$ cat config.mk
export PLATFORM = sky130hd
export DESIGN_NAME = bus_responder_8088
export DESIGN_NICKNAME = d
export VERILOG_FILES = /design/src/rtl/bus_responder_8088.sv
export SDC_FILE = /design/constraint.sdc
export NUM_CORES = 1
export LEC_CHECK = 0
export ABC_AREA = 1
export BUFFER_PORTS_ARGS = -buffer_cell sky130_fd_sc_hd__buf_4
export CAP_MARGIN = 20
export CORE_ASPECT_RATIO = 0.5
export CORE_MARGIN = 3
export CORE_UTILIZATION = 54
export CTS_CLUSTER_SIZE = 40
export DETAILED_ROUTE_END_ITERATION = 10
export PLACE_DENSITY = 0.81
export SLEW_MARGIN = 20
export SYNTH_ARGS = -nofsm -noshare
export SYNTH_HDL_FRONTEND = slang
export SYNTH_SLANG_ARGS = --single-unit
$ cat constraint.sdc
create_clock -name CORE_CLK_INT -period 1.7 [get_ports CORE_CLK_INT]
set_input_delay 0.255 -clock CORE_CLK_INT [delete_from_list [all_inputs] [get_ports CORE_CLK_INT]]
set_output_delay 0.255 -clock CORE_CLK_INT [all_outputs]
set_load 0.02 [all_outputs]
$ cat src/rtl/bus_responder_8088.sv
// Bus responder for an 8088-style CPU. Watches ALE and the RD/WR/INTA strobes,
// turns each read or write bus cycle into a single backend request with READY
// wait states, returns read data or the interrupt vector on AD_IN, and holds it
// until the strobe is released.
//
// Ports:
//   CORE_CLK_INT, RESET_INT  clock and synchronous active-high reset
//   ALE, RD_n, WR_n, INTA_n  CPU bus controls; IOM selects I/O vs memory
//   AD_OUT                   CPU multiplexed address/data (data on [7:0])
//   AD_IN, DATA_OE           data returned to the CPU and its valid flag
//   READY                    CPU ready; 0 inserts wait states
//   REQ, REQ_WR, REQ_IO      backend request, write flag, I/O flag
//   REQ_ADDR, REQ_WDATA      backend address and write data
//   ACK, RDATA               backend completion and read data
//   INT_VECTOR               vector byte returned on the second INTA pulse
module bus_responder_8088 #(
    parameter int unsigned MIN_WAIT = 0,
    parameter int unsigned ADDR_W   = 20
) (
    input  logic              CORE_CLK_INT,
    input  logic              RESET_INT,
    input  logic              ALE,
    input  logic              RD_n,
    input  logic              WR_n,
    input  logic              INTA_n,
    input  logic              IOM,
    input  logic [19:0]       AD_OUT,
    output logic [7:0]        AD_IN,
    output logic              DATA_OE,
    output logic              READY,
    output logic              REQ,
    output logic              REQ_WR,
    output logic              REQ_IO,
    output logic [ADDR_W-1:0] REQ_ADDR,
    output logic [7:0]        REQ_WDATA,
    input  logic              ACK,
    input  logic [7:0]        RDATA,
    input  logic [7:0]        INT_VECTOR
);

    localparam logic [3:0] MinWait = 4'(MIN_WAIT);

    typedef enum logic [2:0] {StIdle, StCmd, StReq, StHold, StInta} state_e;

    state_e              state_q, state_d;
    logic                ale_q, ale_prev_q, rd_q, rd_prev_q, wr_q, wr_prev_q;
    logic                inta_q, inta_prev_q;
    logic [ADDR_W-1:0]   addr_q, addr_d, req_addr_q, req_addr_d;
    logic                io_q, io_d;
    logic                ready_q, ready_d, data_oe_q, data_oe_d;
    logic                req_q, req_d, req_wr_q, req_wr_d, req_io_q, req_io_d;
    logic [7:0]          req_wdata_q, req_wdata_d, ad_in_q, ad_in_d;
    logic [7:0]          rdata_hold_q, rdata_hold_d;
    logic [3:0]          wait_cnt_q, wait_cnt_d;
    logic                wait_met_q, wait_met_d, ack_seen_q, ack_seen_d;
    logic                abort_q, abort_d;
    logic [1:0]          inta_cnt_q, inta_cnt_d;

    logic ale_fall, rd_fall, wr_fall, inta_fall, rd_rise, wr_rise, inta_rise;
    logic strobe_rise, ack_now, wait_met, abort_now;

    always_comb begin
        ale_fall  = ale_prev_q & ~ale_q;
        rd_fall   = rd_prev_q & ~rd_q;
        wr_fall   = wr_prev_q & ~wr_q;
        inta_fall = inta_prev_q & ~inta_q;
        rd_rise   = ~rd_prev_q & rd_q;
        wr_rise   = ~wr_prev_q & wr_q;
        inta_rise = ~inta_prev_q & inta_q;
        // The strobe that opened the current read/write cycle ends it.
        strobe_rise = req_wr_q ? wr_rise : rd_rise;
        ack_now     = ACK | ack_seen_q;
        wait_met    = wait_met_q | (wait_cnt_q == MinWait);
        abort_now   = abort_q | strobe_rise;

        state_d      = state_q;
        addr_d       = addr_q;
        io_d         = io_q;
        ready_d      = ready_q;
        data_oe_d    = data_oe_q;
        req_d        = req_q;
        req_wr_d     = req_wr_q;
        req_io_d     = req_io_q;
        req_addr_d   = req_addr_q;
        req_wdata_d  = req_wdata_q;
        ad_in_d      = ad_in_q;
        rdata_hold_d = rdata_hold_q;
        wait_cnt_d   = wait_cnt_q;
        wait_met_d   = wait_met_q;
        ack_seen_d   = ack_seen_q;
        abort_d      = abort_q;
        inta_cnt_d   = inta_cnt_q;

        if (ALE) begin
            addr_d = ADDR_W'(AD_OUT);
            io_d   = IOM;
        end

        unique case (state_q)
            StIdle: begin
                if (ale_fall) state_d = StCmd;
            end
            StCmd: begin
                if (ale_fall) begin
                    state_d = StCmd;
                end else if (rd_fall || (wr_fall && rd_q)) begin
                    // RD_n wins when both strobes are low.
                    state_d     = StReq;
                    req_d       = 1'b1;
                    ready_d     = 1'b0;
                    req_wr_d    = ~rd_fall;
                    req_io_d    = io_q;
                    req_addr_d  = addr_q;
                    wait_cnt_d  = 4'd0;
                    wait_met_d  = 1'b0;
                    ack_seen_d  = 1'b0;
                    abort_d     = 1'b0;
                    if (!rd_fall) req_wdata_d = AD_OUT[7:0];
                end else if (inta_fall) begin
                    state_d    = StInta;
                    inta_cnt_d = 2'd1;
                end
            end
            StReq: begin
                wait_cnt_d = (wait_cnt_q == 4'hF) ? wait_cnt_q : wait_cnt_q + 4'd1;
                wait_met_d = wait_met;
                abort_d    = abort_now;
                if (ACK) begin
                    ack_seen_d   = 1'b1;
                    rdata_hold_d = RDATA;
                end
                if (abort_now && ack_now) begin
                    // Strobe already released: drop the response.
                    state_d = StIdle;
                    req_d   = 1'b0;
                    ready_d = 1'b1;
                end else if (ack_now && wait_met) begin
                    state_d = StHold;
                    req_d   = 1'b0;
                    ready_d = 1'b1;
                    if (!req_wr_q) begin
                        ad_in_d   = ACK ? RDATA : rdata_hold_q;
                        data_oe_d = 1'b1;
                    end
                end
            end
            StHold: begin
                if (strobe_rise) begin
                    data_oe_d = 1'b0;
                    state_d   = StIdle;
                end
            end
            StInta: begin
                if (ale_fall) begin
                    inta_cnt_d = 2'd0;
                    data_oe_d  = 1'b0;
                    state_d    = StCmd;
                end else if (inta_fall) begin
                    inta_cnt_d = inta_cnt_q + 2'd1;
                    if (inta_cnt_q == 2'd1) begin
                        ad_in_d   = INT_VECTOR;
                        data_oe_d = 1'b1;
                    end
                end else if (inta_rise && inta_cnt_q == 2'd2) begin
                    data_oe_d  = 1'b0;
                    inta_cnt_d = 2'd0;
                    state_d    = StIdle;
                end
            end
            default: state_d = StIdle;
        endcase
    end

    always_ff @(posedge CORE_CLK_INT) begin
        if (RESET_INT) begin
            state_q      <= StIdle;
            ale_q        <= 1'b0;
            ale_prev_q   <= 1'b0;
            rd_q         <= 1'b1;
            rd_prev_q    <= 1'b1;
            wr_q         <= 1'b1;
            wr_prev_q    <= 1'b1;
            inta_q       <= 1'b1;
            inta_prev_q  <= 1'b1;
            addr_q       <= '0;
            io_q         <= 1'b0;
            ready_q      <= 1'b1;
            data_oe_q    <= 1'b0;
            req_q        <= 1'b0;
            req_wr_q     <= 1'b0;
            req_io_q     <= 1'b0;
            req_addr_q   <= '0;
            req_wdata_q  <= 8'h00;
            ad_in_q      <= 8'h00;
            rdata_hold_q <= 8'h00;
            wait_cnt_q   <= 4'd0;
            wait_met_q   <= 1'b0;
            ack_seen_q   <= 1'b0;
            abort_q      <= 1'b0;
            inta_cnt_q   <= 2'd0;
        end else begin
            state_q      <= state_d;
            ale_q        <= ALE;
            ale_prev_q   <= ale_q;
            rd_q         <= RD_n;
            rd_prev_q    <= rd_q;
            wr_q         <= WR_n;
            wr_prev_q    <= wr_q;
            inta_q       <= INTA_n;
            inta_prev_q  <= inta_q;
            addr_q       <= addr_d;
            io_q         <= io_d;
            ready_q      <= ready_d;
            data_oe_q    <= data_oe_d;
            req_q        <= req_d;
            req_wr_q     <= req_wr_d;
            req_io_q     <= req_io_d;
            req_addr_q   <= req_addr_d;
            req_wdata_q  <= req_wdata_d;
            ad_in_q      <= ad_in_d;
            rdata_hold_q <= rdata_hold_d;
            wait_cnt_q   <= wait_cnt_d;
            wait_met_q   <= wait_met_d;
            ack_seen_q   <= ack_seen_d;
            abort_q      <= abort_d;
            inta_cnt_q   <= inta_cnt_d;
        end
    end

    assign AD_IN     = ad_in_q;
    assign DATA_OE   = data_oe_q;
    assign READY     = ready_q;
    assign REQ       = req_q;
    assign REQ_WR    = req_wr_q;
    assign REQ_IO    = req_io_q;
    assign REQ_ADDR  = req_addr_q;
    assign REQ_WDATA = req_wdata_q;

endmodule

# Yosys cells after proc, flatten, opt, wreduce, memory -nomap -nowiden
# Index checks and enable logic that the tools add are counted.
word_totals:
  register_bits: 90
  inputBits: 44
  out_inout_bits: 41
  word_cells: 148
classes:
  add_sub_neg: 2
  n_eq_ne: 27
  muxes: 54
  n_bitwise: 19
  reduce_logical: 21
op_table:
  columns: ["cell", "n"]
  rows:
  - ["$mux 8", 7]
  - ["$mux 3", 10]
  - ["$ne 2x2->1 const B", 14]
  - ["$mux 1", 18]
  - ["$pmux 8 s2", 1]
  - ["$reduce_and 4->1", 4]
  - ["$pmux 3 s5", 1]
  - ["$reduce_and 7->1", 2]
  - ["$mux 2", 6]
  - ["$mux 4", 3]
  - ["$ne 4x4->1 const B", 3]
  - ["$pmux 1 s2", 5]
  - ["$ne 3x3->1 const B", 3]
  - ["$not 1->1", 9]
  - ["$pmux 4 s2", 1]
  - ["$and 1x1->1", 7]
  - ["$eq 3x2->1 const B", 2]
  - ["$reduce_and 3->1", 2]
  - ["$reduce_and 6->1", 1]
  - ["$reduce_bool 2->1", 3]
  - ["$reduce_and 5->1", 1]
  - ["$add 4x1->4 const B", 1]
  - ["$eq 4x4->1 const B", 1]
  - ["$logic_and 1x1->1", 4]
  - ["other kinds (12)", 14]

# Depth between registers and ports, before layout
# Gate-level depths: netlist (run 1).
logic_depth:
  word_depth: 7
  ltp_mapped: 12
  ltp_nobuf: 11

# Worst setup path before layout (run 1)
# OpenSTA, ideal clock, no wires.
synth_path:
  path_kind: "flip-flop to flip-flop"
  start: "register req_wr_q, in the netlist REQ_WR"
  end: "register ad_in_q[5], in the netlist AD_IN[5]"
  setup_ns: 0.112
  arrival_time_ns: 1.371
  required_time_ns: 1.588
  slack_ns: 0.217
  path_stages_with_launch: 11
  n_path_buf: 1
  synth_period_minus_slack_ns: 1.483
  cell_sequence: "dfxtp_1 inv_1 nand3_1 nand3_1 nand2_1 nand3_2 nor2_4 buf_8 nand2_2 nand2_1 nor2_2"
synth_via:
  elab_chain_cells: 5
  elab_cells_between_ends: 6
  classes_between: "2 x eq/ne; 1 x mux; 1 x bitwise; 2 x reduce/logical"
synth_rtl:
  columns: ["element", "line", "source"]
  rows:
  - ["start, declared", "51", "logic req_q, req_d, req_wr_q, req_wr_d, req_io_q, req_io_d;"]
  - ["start signal, assigned", "216", "req_wr_q <= req_wr_d;"]
  - ["$mux 1", "71", "strobe_rise = req_wr_q ? wr_rise : rd_rise;"]
  - ["$or 1x1->1", "74", "abort_now = abort_q | strobe_rise;"]
  - ["$logic_and 1x1->1", "132", "if (abort_now && ack_now) begin"]
  - ["$ne 2x2->1 (no line)", null, null]
  - ["$reduce_and 7->1 (no line) (*)", null, null]
  - ["end signal, assigned", "220", "ad_in_q <= ad_in_d;"]
  - ["end, declared", "52", "logic [7:0] req_wdata_q, req_wdata_d, ad_in_q, ad_in_d;"]
# Every way passes the cells marked *; elsewhere a longest branch is shown, timed or not.
# A chain may end at the register's enable or synchronous reset.

# Worst setup path after layout (run 1)
layout_path:
  start: "register state_q[2]"
  end: "register req_wdata_q[1], in the netlist REQ_WDATA[1]"
layout_via:
  elab_chain_cells: 2
layout_rtl:
  columns: ["element", "line", "source"]
  rows:
  - ["start, declared", "45", "state_e state_q, state_d;"]
  - ["start signal, assigned", "176", "state_q <= StIdle;"]
  - ["start signal, assigned", "202", "state_q <= state_d;"]
  - ["$eq 3x1->1", "99", "unique case (state_q)"]
  - ["$reduce_and 4->1 (no line)", null, null]
  - ["end signal, assigned", "219", "req_wdata_q <= req_wdata_d;"]
  - ["end, declared", "52", null]
# No other way between the ends.

==> results.json, run 1 <==
{
  "route.detailed.drc": 0,
  "timing.final.crit_share_pct": 88.8,
  "seqCellArea_sq_um": 1800,
  "fin_ws_ns": 0.191,
  "first_iter_violations": 292,
  "setup_viol": 0,
  "max_slew_margin_pct": 52.5,
  "cts_buffers": 9,
  "path_clk_slew_ns": 0.06,
  "num_io_pins": 85,
  "fin_crit_ns": 1.51,
  "critPathBufInv": 3,
  "vdd_drop_max_mv": 0.860,
  "async_reset_ff_share_pct": 0,
  "cts_sinks": 90,
  "num_rows": 20,
  "die_w_microns": 125,
  "final_area_sq_um": 4890,
  "cts_root_buf": "clkbuf_16",
  "gr-usage-all-layers_pct": 22.7,
  "nNetsFinal": 657,
  "synth_area_leaders": "dfxtp_1, nor2_1, nand2_1",
  "drive_gt1_share_pct": 23.8,
  "clkLatencyLatePin_ns": 0.34,
  "crit_chain": "inv_1 -> nand3_2 -> inv_2 -> nand2_2 -> nor2_4 -> nand2_4 -> inv_2 -> nor2_1 -> nor2_1",
  "min_path_type": "in -> reg",
  "tightest_slew_ns": 0.711,
  "cts_tree": "yes",
  "p_per_area_nw_per_um2": 1410,
  "htree_levels": 3,
  "arrival_ns": 1.79,
  "max_freq_ghz": 0.663,
  "multi_input_comb_area_sq_um": 1720,
  "synth_fp_nets": 578,
  "cp_top_family": "simple AND/OR/NAND/NOR gates",
  "seq_area_frac_synth_pct": 47.2,
  "end_kind": "flip-flop",
  "grt-ovfl-total": 0,
  "grt_pass1_wl_microns": 15000,
  "post_dp_cell_area_sq_um": 4520,
  "synthesis.area_sq_um": 3810,
  "yosysWarnings": 0,
  "hold_viol_final": 0,
  "ys_ff_latch": 90,
  "io_buffers": 84,
  "routed_wl_microns": 8840,
  "cts.repair.resized": 0,
  "fin_setup_tns_ns": 0,
  "start_kind": "flip-flop",
  "firstDrtPassIters": 4,
  "status": "complete, no violations",
  "ant_nets": 0,
  "clk_path_buf_depth": 2,
  "grt_pass1_vias": 3227,
  "totalPowerFinal_w": 0.00687,
  "antennaDiodeCount": 0,
  "drv_cap": 0,
  "yosysMostFrequentCell": "nor2_1",
  "synth-main-ff-cell": "dfxtp_1",
  "post_cts_buffers": 0,
  "die_h_microns": 65.4,
  "core_sq_um": 6430,
  "die-area_sq_um": 8170,
  "syn2layout_area_growth_pct": 28.2,
  "place_hpwl_microns": 6030,
  "synth_top_area_share_pct": 47.2,
  "rsz0062_at_grt": "false",
  "grt_max_degree": 68,
  "maxSlewViolCount": 0,
  "grt_antenna_before_repair": 0,
  "total_leakage_power_nw": 2.33,
  "syn_inst": 530,
  "synth_commonest_cells": "nor2_1, dfxtp_1, nand2_1",
  "start_util_pct": 59.3,
  "crit_slowest_cell": "dfxtp_1",
  "pre_cts_slack_ns": 0.190,
  "critPathKind": "reg -> reg",
  "synth_edf_count": 0,
  "crit_required_ns": 1.98,
  "yosys.area.top_type": "dfxtp_1",
  "gp_congestion": 0.903,
  "routedWlPerCell_microns": 12.6,
  "ctsHoldBuffers": 0,
  "vias_per_cell": 4.98,
  "dr_total_vias": 3499,
  "synth_cell_type_count": 30,
  "max_stage_delay_ns": 0.34,
  "fillers": 486,
  "skew_ns": 0.00586,
  "syn_avg_cell_area_sq_um": 7.20,
  "critPathMaxFanout": 10
}
==> final timing paths <==
kind	slack, ns	from	endpoint	cells after the start
min reg2reg	0.43	ale_q	ale_prev_q	2
max reg2reg	0.19	state_q[2]	REQ_WDATA[1]	9
max	0.19	state_q[2]	REQ_WDATA[1]	9
min	0.09	INTA_n	inta_q	2
==> worst register-to-register path: stages (launching register included) <==
cell,delay [ns]
dfxtp_1,0.34
inv_1,0.16
nand3_2,0.13
inv_2,0.10
nand2_2,0.08
nor2_4,0.19
nand2_4,0.14
inv_2,0.16
nor2_1,0.06
nor2_1,0.11
==> power by group <==
| part | switching, W | leakage, nW | internal [W] |
|---|---|---|---|
| logic | 0.00111 | 1.42 | 0.000747 |
| registers | 0.000203 | 0.738 | 0.00246 |
| clock network | 0.000849 | 0.176 | 0.00150 |
==> state kept, by name, summed over array words and instances (netlist names), 2 cells and up <==
name / cells
REQ_WDATA: 8
rdata_hold_q: 8
REQ_ADDR: 20
state_q: 3
inta_cnt_q: 2
wait_cnt_q: 4
addr_q: 20
AD_IN: 8
==> metrics by stage <==
step / hold WS, ns / instances / utilization (%)
final: 0.0927 / 702 / 76.0
after CTS: 0.0812 / 702 / 75.8
after global placement: 0.418 / 686 / 70.3
after detailed placement: 0.432 / 686 / 70.3
after global routing: 0.0937 / 702 / 76.0
after floorplan: 0.324 / 530 / -
==> area by class of cell <==
type	instances	share of cell area [%]
Multi-Input combinational cell	371	35.2
Clock inverter	6	2.43
Timing Repair Buffer	92	14.7
Clock buffer	10	4.89
Inverter	45	3.56
Tap cell	88	2.25
Sequential cell	90	36.9
==> layer usage <==
layer / routed length, microns / part of all wire, % / global-route usage, % / vias up
met5: 0 / 0 / 0 / -
met4: 91 / 1.0 / 6.49 / 0
met3: 561 / 6.3 / 6.98 / 9
met2: 3950 / 45 / 37.7 / 94
met1: 4230 / 48 / 29.1 / 1554
li1: - / - / - / 1842
==> cell families (layout without fill, tap and decap cells) <==
group                      count (synthesis)  after routing  share of synthesized area [%]
DFF                                       90             90                           47.2
AOI/OAI and AO/OA                         99             99                           13.4
buffers and inverters                     69            153                           7.64
adders and majority gates                  4              4                           1.31
xor gates and xnor gates                   1              1                          0.230
and+or+nand+nor                          267            267                           30.2
==> placed cells by master (no fill, tap or decap), types with 2 or more instances in the layout <==
cell / count
nand2_1: 87
bufinv_16: 3
nand3_2: 2
nor2_2: 12
a21oi_1: 27
inv_6: 2
buf_12: 2
inv_4: 2
inv_1: 38
o21ai_1: 11
nor2_1: 124
nand3_1: 23
o21ai_0: 58
or2_2: 5
inv_2: 4
nand2_2: 5
dfxtp_2: 2
dfxtp_1: 88
buf_4: 89
clkbuf_16: 9
ha_1: 4
nor2_4: 3
Note: power is estimated with default switching activity, not from simulation.
==> inputs of run 2 (changes only) <==
--- a/config.mk
+++ b/config.mk
@@ -11,7 +11,6 @@
 export CORE_ASPECT_RATIO = 0.5
 export CORE_MARGIN = 3
 export CORE_UTILIZATION = 54
-export CTS_CLUSTER_SIZE = 40
 export DETAILED_ROUTE_END_ITERATION = 10
 export PLACE_DENSITY = 0.81
 export SLEW_MARGIN = 20
==> constraint.sdc (replaced) <==
create_clock -name CORE_CLK_INT -period 1.41 [get_ports CORE_CLK_INT]
set_input_delay 0.2115 -clock CORE_CLK_INT [delete_from_list [all_inputs] [get_ports CORE_CLK_INT]]
set_output_delay 0.2115 -clock CORE_CLK_INT [all_outputs]
set_load 0.02 [all_outputs]
==> results.json, run 2 (synthesis gave the netlist of run 1 again) <==
{
  "die-area_sq_um": 8170,
  "htree_levels": 3,
  "grt_antenna_before_repair": 0,
  "timing.final.crit_share_pct": 106,
  "place_hpwl_microns": 6150,
  "io_buffers": 84,
  "path_clk_slew_ns": 0.07,
  "ant_nets": 0,
  "maxSlewViolCount": 0,
  "start_util_pct": 59.3,
  "grt_pass1_wl_microns": 15800,
  "start_kind": "flip-flop",
  "crit_required_ns": 1.65,
  "routed_wl_microns": 11000,
  "end_kind": "flip-flop",
  "min_path_type": "in -> reg",
  "antennaDiodeCount": 0,
  "first_iter_violations": 324,
  "gr-usage-all-layers_pct": 24.1,
  "p_per_area_nw_per_um2": 1580,
  "setup_viol": 18,
  "grt-ovfl-total": 0,
  "fin_crit_ns": 1.49,
  "violations": "negative setup slack",
  "core_sq_um": 6430,
  "num_rows": 20,
  "final_util_pct": 84.0,
  "total_leakage_power_nw": 2.53,
  "grt_pass1_vias": 3431,
  "cts_tree": "yes",
  "grt_max_degree": 72,
  "hold_viol_final": 0,
  "cts_buffers": 9,
  "drv_cap": 0,
  "totalPowerFinal_w": 0.00852,
  "mostFrequentLayoutCells": "nor2_1, buf_4, dfxtp_1",
  "critPathMaxFanout": 4,
  "nNetsFinal": 688,
  "max_slew_margin_pct": 52.7,
  "arrival_ns": 1.73,
  "ctsHoldBuffers": 0,
  "vdd_drop_max_mv": 1.09,
  "final_common_cell": "nor2_1",
  "gp_congestion": 0.932,
  "num_io_pins": 85,
  "cts_sinks": 90,
  "die_h_microns": 65.4,
  "skew_ns": 0.00666,
  "tightest_slew_ns": 0.708,
  "routedWlPerCell_microns": 15.1,
  "firstDrtPassIters": 5,
  "drive_gt1_share_pct": 36.1,
  "rsz0062_at_grt": "true",
  "critPathKind": "reg -> reg",
  "cts_root_buf": "clkbuf_16",
  "syn2layout_area_growth_pct": 41.7,
  "clkLatencyLatePin_ns": 0.35,
  "clk_path_buf_depth": 2,
  "vias_per_cell": 5.31,
  "dr_total_vias": 3895,
  "status": "finished with violations",
  "max_freq_ghz": 0.670,
  "die_w_microns": 125,
  "fin_ws_ns": -0.0835,
  "route.detailed.drc": 0
}
## run 2: path summary, 6_finish.rpt
kind	from	endpoint	slack [ns]	cells past startpoint
worst max-delay path	REQ_WR	state_q[1]	-0.08	8
worst min-delay path	WR_n	wr_q	0.05	2
worst max register to register	REQ_WR	state_q[1]	-0.08	8
worst min register to register	rdata_hold_q[6]	rdata_hold_q[6]	0.45	2
## run 2: repair_timing
action | 4_1_cts | 5_1_grt
resized for setup | 16 | 77
pin swaps | 3 | 22
cloned | 0 | 4
buffers inserted | 1 | 5
setup endpoints to repair | 42 | 52
## run 2: final cells by class
type	count	area [sq um]
Multi-Input combinational cell	372	1960
Tap cell	88	110
Clock inverter	6	47.5
Sequential cell	90	1820
Clock buffer	10	239
Fill cell	410	1030
Inverter	45	194
Timing Repair Buffer	122	1040
## run 2: stage by stage
| step | hold slack (ns) | std cells | setup TNS [ns] | area, sq um | setup slack (ns) |
|---|---|---|---|---|---|
| 2_1_floorplan | 0.281 | 530 | 0 | 3810 | 0.0118 |
| 3_3_place_gp | 0.396 | 707 | -0.387 | 4690 | -0.0409 |
| 3_5_place_dp | 0.404 | 707 | -0.957 | 4690 | -0.0821 |
| 4_1_cts | 0.0510 | 724 | -0.109 | 5040 | -0.0213 |
| 5_1_grt | 0.0477 | 733 | -2.75 | 5400 | -0.158 |
| 6_report | 0.0522 | 733 | -0.677 | 5400 | -0.0835 |
## run 2: report_power, final
part / total, W / switching [W] / leakage [nW] / internal, W
sequential: 0.00326 / 0.000275 / 0.742 / 0.00298
combinational: 0.00295 / 0.00168 / 1.65 / 0.00127
clock: 0.00232 / 0.00106 / 0.140 / 0.00126
## run 2: routing by layer
metal  global-route usage [%]  up-vias  part of all wire [%]
met5                        0        -                     0
met4                     6.76        0                   2.2
met3                     8.52       26                   8.0
met2                     40.3      171                    48
met1                     29.9     1797                    42
li1                         -     1901                     -
## run 2: worst max-delay path: stages, from the launching register on
cell	delay, ns
dfxtp_2	0.37
inv_1	0.08
nand3_1	0.12
nand3_1	0.11
buf_4	0.15
nand2_1	0.12
nand3_2	0.16
a21oi_2	0.21
nor2_1	0.06
